**config.mk**
```make
export PLATFORM = sky130hd
export DESIGN_NAME = change_dispenser
export DESIGN_NICKNAME = d
export VERILOG_FILES = /design/src/rtl/change_pkg.sv /design/src/rtl/ack_timer.sv /design/src/rtl/change_dispenser.sv
export SDC_FILE = /design/constraint.sdc
export NUM_CORES = 1
export LEC_CHECK = 0
export ABC_AREA = 1
export CELL_PAD_IN_SITES_DETAIL_PLACEMENT = 0
export CELL_PAD_IN_SITES_GLOBAL_PLACEMENT = 1
export CORE_ASPECT_RATIO = 1.4
export CORE_MARGIN = 1
export CORE_UTILIZATION = 31
export CTS_BUF_LIST = sky130_fd_sc_hd__clkbuf_8 sky130_fd_sc_hd__clkbuf_16
export DETAILED_ROUTE_END_ITERATION = 12
export PLACE_DENSITY_LB_ADDON = 0.1
export SKIP_CTS_REPAIR_TIMING = 1
export SLEW_MARGIN = 15
export SYNTH_ARGS = -nofsm -noshare
export SYNTH_HDL_FRONTEND = slang
export SYNTH_SLANG_ARGS = --single-unit
export TNS_END_PERCENT = 5
```
**constraint.sdc**
```tcl
create_clock -name clk -period 1.65 [get_ports clk]
set_clock_uncertainty 0.1 [all_clocks]
set_input_delay 0.33 -clock clk [delete_from_list [all_inputs] [get_ports clk]]
set_output_delay 0.33 -clock clk [all_outputs]
set_load 0.1 [all_outputs]
```
**src/rtl/change_pkg.sv**
```systemverilog
// ============================================================================
// Module      : change_pkg
// Description : Shared types, coin codes and credit helpers for the dispenser.
// Revision    : 1.0 - initial release
// ============================================================================
`default_nettype none

package change_pkg;

    localparam int               CREDIT_W   = 3;
    localparam logic [CREDIT_W-1:0] CREDIT_MAX = 3'd4;

    localparam logic COIN_50  = 1'b0;
    localparam logic COIN_100 = 1'b1;

    typedef enum logic [2:0] {
        ST_IDLE = 3'd0,
        ST_VEND = 3'd1,
        ST_PAY  = 3'd2,
        ST_GAP  = 3'd3,
        ST_DONE = 3'd4,
        ST_ERR  = 3'd5
    } state_t;

    // Codes above CREDIT_MAX come from an accept FSM that over-counted; clamp them.
    function automatic logic [CREDIT_W-1:0] sat_credit(input logic [CREDIT_W-1:0] code);
        return (code > CREDIT_MAX) ? CREDIT_MAX : code;
    endfunction

    function automatic logic price_valid(input logic [CREDIT_W-1:0] code);
        return (code != '0) && (code <= CREDIT_MAX);
    endfunction

endpackage

`default_nettype wire

```
**src/rtl/ack_timer.sv**
```systemverilog
// ============================================================================
// Module      : ack_timer
// Description : Counts unacknowledged hopper-request cycles and flags timeout.
// Revision    : 1.0 - initial release
// ============================================================================
`default_nettype none

module ack_timer #(
    parameter int ACK_TIMEOUT = 15,
    parameter int TMR_W       = 4
) (
    input  logic clk,
    input  logic rst,
    input  logic clear,
    input  logic enable,
    output logic expired
);

    localparam logic [TMR_W-1:0] c_last = TMR_W'(ACK_TIMEOUT - 1);

    logic [TMR_W-1:0] r_count;

    always_ff @(posedge clk or negedge rst) begin
        if (!rst) begin
            r_count <= '0;
        end else if (clear) begin
            r_count <= '0;
        end else if (enable && !expired) begin
            r_count <= r_count + 1'b1;
        end
    end

    // Fires during the ACK_TIMEOUT-th consecutive unacknowledged cycle.
    assign expired = enable && (r_count == c_last);

endmodule

`default_nettype wire

```
**src/rtl/change_dispenser.sv**
```systemverilog
// ============================================================================
// Module      : change_dispenser
// Description : Vend/refund sequencer paying change through a hopper handshake.
// Revision    : 1.0 - initial release
// ============================================================================
`default_nettype none

module change_dispenser
    import change_pkg::*;
#(
    parameter int ACK_TIMEOUT = 15,
    parameter int TMR_W       = 4
) (
    input  logic                clk,
    input  logic                rst,
    input  logic                vend,
    input  logic                refund,
    input  logic [CREDIT_W-1:0] credit,
    input  logic [CREDIT_W-1:0] price,
    input  logic                coin_ack,
    output logic                product,
    output logic                coin_req,
    output logic                coin_type,
    output logic                done,
    output logic                reject,
    output logic                busy,
    output logic                err,
    output logic [CREDIT_W-1:0] change_left
);

    state_t              r_state;
    state_t              w_next_state;
    logic [CREDIT_W-1:0] r_remaining;
    logic [CREDIT_W-1:0] w_next_remaining;
    logic                r_reject;
    logic                w_next_reject;

    logic [CREDIT_W-1:0] w_credit_sat;
    logic                w_vend_ok;
    logic                w_coin_sel;
    logic [CREDIT_W-1:0] w_coin_value;
    logic                w_tmr_clear;
    logic                w_tmr_enable;
    logic                w_tmr_expired;

    assign w_credit_sat = sat_credit(credit);
    assign w_vend_ok    = price_valid(price) && (w_credit_sat >= price);

    // Largest coin first; the same selection drives the subtraction.
    assign w_coin_sel   = (r_remaining >= 3'd2) ? COIN_100 : COIN_50;
    assign w_coin_value = (w_coin_sel == COIN_100) ? 3'd2 : 3'd1;

    // Held clear outside PAY so every PAY entry starts from zero.
    assign w_tmr_clear  = (r_state != ST_PAY);
    assign w_tmr_enable = (r_state == ST_PAY) && !coin_ack;

    ack_timer #(
        .ACK_TIMEOUT (ACK_TIMEOUT),
        .TMR_W       (TMR_W)
    ) u_ack_timer (
        .clk     (clk),
        .rst     (rst),
        .clear   (w_tmr_clear),
        .enable  (w_tmr_enable),
        .expired (w_tmr_expired)
    );

    always_ff @(posedge clk or negedge rst) begin
        if (!rst) begin
            r_state     <= ST_IDLE;
            r_remaining <= '0;
            r_reject    <= 1'b0;
        end else begin
            r_state     <= w_next_state;
            r_remaining <= w_next_remaining;
            r_reject    <= w_next_reject;
        end
    end

    always_comb begin
        w_next_state     = r_state;
        w_next_remaining = r_remaining;
        w_next_reject    = 1'b0;

        case (r_state)
            ST_IDLE: begin
                if (refund) begin
                    w_next_remaining = w_credit_sat;
                    w_next_state     = (w_credit_sat != '0) ? ST_PAY : ST_DONE;
                end else if (vend) begin
                    if (w_vend_ok) begin
                        w_next_remaining = w_credit_sat - price;
                        w_next_state     = ST_VEND;
                    end else begin
                        w_next_reject    = 1'b1;
                    end
                end
            end

            ST_VEND: begin
                w_next_state = (r_remaining != '0) ? ST_PAY : ST_DONE;
            end

            ST_PAY: begin
                if (coin_ack) begin
                    w_next_remaining = r_remaining - w_coin_value;
                    w_next_state     = ST_GAP;
                end else if (w_tmr_expired) begin
                    w_next_state     = ST_ERR;
                end
            end

            // One cycle with the request low so the hopper sees a fresh edge.
            ST_GAP: begin
                w_next_state = (r_remaining != '0) ? ST_PAY : ST_DONE;
            end

            ST_DONE: begin
                w_next_state = ST_IDLE;
            end

            ST_ERR: begin
                w_next_state = ST_ERR;
            end

            default: begin
                w_next_state = ST_IDLE;
            end
        endcase
    end

    assign product     = (r_state == ST_VEND);
    assign coin_req    = (r_state == ST_PAY);
    assign coin_type   = (r_state == ST_PAY) ? w_coin_sel : COIN_50;
    assign done        = (r_state == ST_DONE);
    assign reject      = r_reject;
    assign busy        = (r_state != ST_IDLE);
    assign err         = (r_state == ST_ERR);
    assign change_left = r_remaining;

endmodule

`default_nettype wire

```
==> results of run 1 <==
cells in the mapped netlist:
cell type	count	area [um2]
sky130_fd_sc_hd__o2111ai_1	1	8.76
sky130_fd_sc_hd__inv_2	1	3.75
sky130_fd_sc_hd__nand3_1	14	70.1
sky130_fd_sc_hd__xor2_1	1	8.76
sky130_fd_sc_hd__nor3_1	2	10.0
sky130_fd_sc_hd__nor2_1	13	48.8
sky130_fd_sc_hd__fa_1	2	40.0
sky130_fd_sc_hd__inv_1	17	63.8
sky130_fd_sc_hd__o21ai_1	2	10.0
sky130_fd_sc_hd__nor2_4	3	33.8
sky130_fd_sc_hd__o21ai_0	4	20.0
sky130_fd_sc_hd__nor3b_1	1	7.51
sky130_fd_sc_hd__a21oi_1	3	15.0
sky130_fd_sc_hd__or2_2	1	6.26
sky130_fd_sc_hd__nand2_2	4	25.0
sky130_fd_sc_hd__ha_1	6	75.1
sky130_fd_sc_hd__dfrtp_1	11	275
sky130_fd_sc_hd__or2_0	1	6.26
sky130_fd_sc_hd__o22ai_1	2	12.5
sky130_fd_sc_hd__nand2_1	28	105
sky130_fd_sc_hd__xnor2_1	2	17.5
sky130_fd_sc_hd__nand2_4	1	11.3
cells by family (layout without fill, tap and decap cells):
logic type      after synthesis  in the layout  share of synthesized area
compound gates               12             12                     0.0758
flops                        11             11                      0.315
fa+ha+maj                     8              8                      0.132
xor+xnor                      3              3                     0.0300
buf+inv                      18             61                     0.0772
simple gates                 68             68                      0.371
final timing paths:
check	startpoint	end	slack, ns	depth (start not counted)
setup / recovery	credit[0]	change_left[1]	-0.16	11
hold / removal	rst	u_ack_timer.r_count[2]	0.32	1
setup reg to reg	change_left[2]	change_left[1]	-0.10	8
hold reg to reg	u_ack_timer.r_count[0]	u_ack_timer.r_count[0]	0.45	1
max in group asynchronous	rst	change_left[1]	0.75	1
min in group clk	price[2]	reject	0.40	4
metrics by stage:
step / utilization / total power (uW) / area (um2)
2_1_floorplan: - / 1820 / 917
3_3_place_gp: 0.526 / 2560 / 1390
3_5_place_dp: 0.526 / 2570 / 1390
4_1_cts: 0.543 / 2850 / 1440
5_1_grt: 0.570 / 3070 / 1510
6_report: 0.570 / 2860 / 1510
sequential cells by signal, indices dropped and copies added (netlist names):
| signal | cells |
|---|---|
| reject | 1 |
| r_state | 3 |
| u_ack_timer.r_count | 4 |
| change_left | 3 |
power by group:
group	switching [uW]	total, uW	internal, uW
registers	118	497	379
clock network	107	271	164
logic	1320	2090	772
total	1540	2860	1310
worst register-to-register path, cell delays in order (launching register included):
cell and delay, ns:
sky130_fd_sc_hd__dfrtp_4 0.49, sky130_fd_sc_hd__nor2_4 0.12, sky130_fd_sc_hd__ha_2 0.16, sky130_fd_sc_hd__inv_1 0.04, sky130_fd_sc_hd__fa_2 0.51, sky130_fd_sc_hd__nand2_1 0.05, sky130_fd_sc_hd__nand2_1 0.06, sky130_fd_sc_hd__nand3_1 0.08
sky130_fd_sc_hd__nand2_1 0.07
layer usage:
layer / up-vias / share of wire / global-route usage / wire length [um]
li1: 468 / - / - / -
met5: - / 0 / 0 / 0
met3: 7 / 0.014 / 0.0111 / 31
met4: 0 / 0.044 / 0.139 / 97
met2: 19 / 0.53 / 0.276 / 1150
met1: 422 / 0.41 / 0.203 / 898
area by class of cell:
class	count	area share
Multi-Input combinational cell	91	0.406
Timing Repair Buffer	39	0.298
Sequential cell	11	0.190
Inverter	18	0.0466
Tap cell	36	0.0299
Clock buffer	3	0.0274
Clock inverter	1	0.00249
==> results.txt, run 1 <==
The power density normalized to cell area came out at 1900 nW/um2. The number of DRC violations after detailed-routing iteration 0 came out at 13. The wire length per cell came out at 11.0 um. The period utilization came out at 1.10. Wires add up to 2180 um. The largest net degree at the start of global routing is 12.

The area of combinational cells with multiple inputs came out at 611 um2. The most repeated library cell on the critical path is sky130_fd_sc_hd__nand2_1. The worst setup path is launched from an input port. Grouping stages by cell kind, the critical path spends the most delay in adder cells. The hold violation total from the final report came out at 0.

The share of the Yosys chip area taken by registers is 0.315. Summed over all layers, the global routing overflow is 0. The global placement routability congestion is 0.815. The die extent in x is 46.9 um. The count of buffer and inverter cells on the critical path is 2. The longest clock path from root to sink contains 2 buffers. The netlist uses 22 different library cells.

The total number of yosys warnings came out at 0. The run finished, with violations left. The number of placed instances with taps included is 193.

The cell area that synthesis handed to floorplanning was 875 um2. TritonCTS built the clock tree. The initial antenna violation count is 0. For this block, the via count after detailed routing is 916. After layout, the worst setup slack is -0.164 ns. Hold timing on the final database bottoms out at a slack of 0.323 ns. The number of global-route vias before repair came to 892. After floorplanning, the core was sized to cover 2640 um2.

The final antenna diode count came out at 0. The worst-case IR drop observed on VDD is 0.943 mV. The H-tree level count came out at 1. The slowest stage of the critical path is the sky130_fd_sc_hd__fa_2 cell. The achievable clock frequency is 551 MHz. The kind of critical path is input port to flop. The kind of end point of the critical path is a flop. The initial core utilization is 0.331. The min-delay analysis places its worst path in the category input port to async pin. The half-perimeter wire length after placement is 1730 um.

Summed over all cells, the static leakage comes to 0.000744 uW. The finished layout holds 199 standard cells, fillers aside. Compared with the post-synthesis result, the final layout area differs by 72.1%. After floorplanning, the core was divided into 22 placement rows. Data on the critical path arrives at its endpoint at 1.85 ns. The residual antenna-violating net count after detailed routing is 0. The clock latency on the worst-skew pair came out at 0.24 ns. The checks that failed: negative setup slack. The root buffer cell chosen for the clock tree is sky130_fd_sc_hd__clkbuf_8. The routed design could run at a clock period as short as 1.81 ns. In the global route stage, overall resource usage came out at 0.174. The overall die area came out at 3040 um2. The max-slew violation total from the final report came out at 0.

The worst stage delay on the critical path is 0.56 ns. Setup violations remaining at the end of the flow were counted as 6. The count of TritonRoute iterations in the first routing pass came out at 4. The remaining design rule violation count came out at 0.

The number of buffers inserted during clock tree synthesis came out at 3. The register cell area after layout came out at 287 um2. The count of port buffers added during placement is 20. The most common cell after layout, fill and taps aside is sky130_fd_sc_hd__nand2_1. In this run the worst path has a maximum fanout of 3. The first global-routing pass estimated 3770 um of wire. The TritonCTS sink count is 11.

The data required time of the critical path is 1.68 ns. The die outline height is 64.8 um. The share of final-layout standard cells stronger than drive strength 1 came out at 0.423. After routing, the total negative slack on setup checks comes to -0.367 ns.

At the placement stage, the worst setup path has a slack of -0.826 ns. The number of top-level pins came out at 21. The max-cap check violation count is 0. In this run, synthesis produced a sequential element count of 11. The worst slew margin relative to its limit came out at 0.666. Traced cell by cell, the critical path runs through buf_6 -> inv_4 -> a21oi_2 -> or2_4 -> ha_4 -> fa_2 -> o22ai_2 -> nand2_1 -> nand2_1 -> nand3_1 -> nand2_1. The via count normalized by instance count came out at 4.60. The actual transition at the worst max-transition pin is 0.500 ns. The count of filler cells inserted in the layout came out at 258. Setup repair after global routing could not meet its margin everywhere. After technology mapping, the gate count stands at 120. The net count of the finished layout is 183. In the layout the commonest cells are 27 x sky130_fd_sc_hd__nand2_1, 19 x sky130_fd_sc_hd__buf_4, 14 x sky130_fd_sc_hd__nand3_1, 12 x sky130_fd_sc_hd__inv_1, 10 x sky130_fd_sc_hd__buf_12.

The mean cell area of the mapped netlist is 7.29 um2. After clock tree synthesis, the clock-pin slew on the worst setup and hold paths is 0.05 ns. The net count after synthesis came out at 139.
Note: power is estimated with default switching activity, not from simulation.
==> inputs of run 2 (changes only) <==
Settings changed: CAP_MARGIN set to 30.
==> results of run 2 <==
Final layout, timing and power as in run 1 (identical DEF).
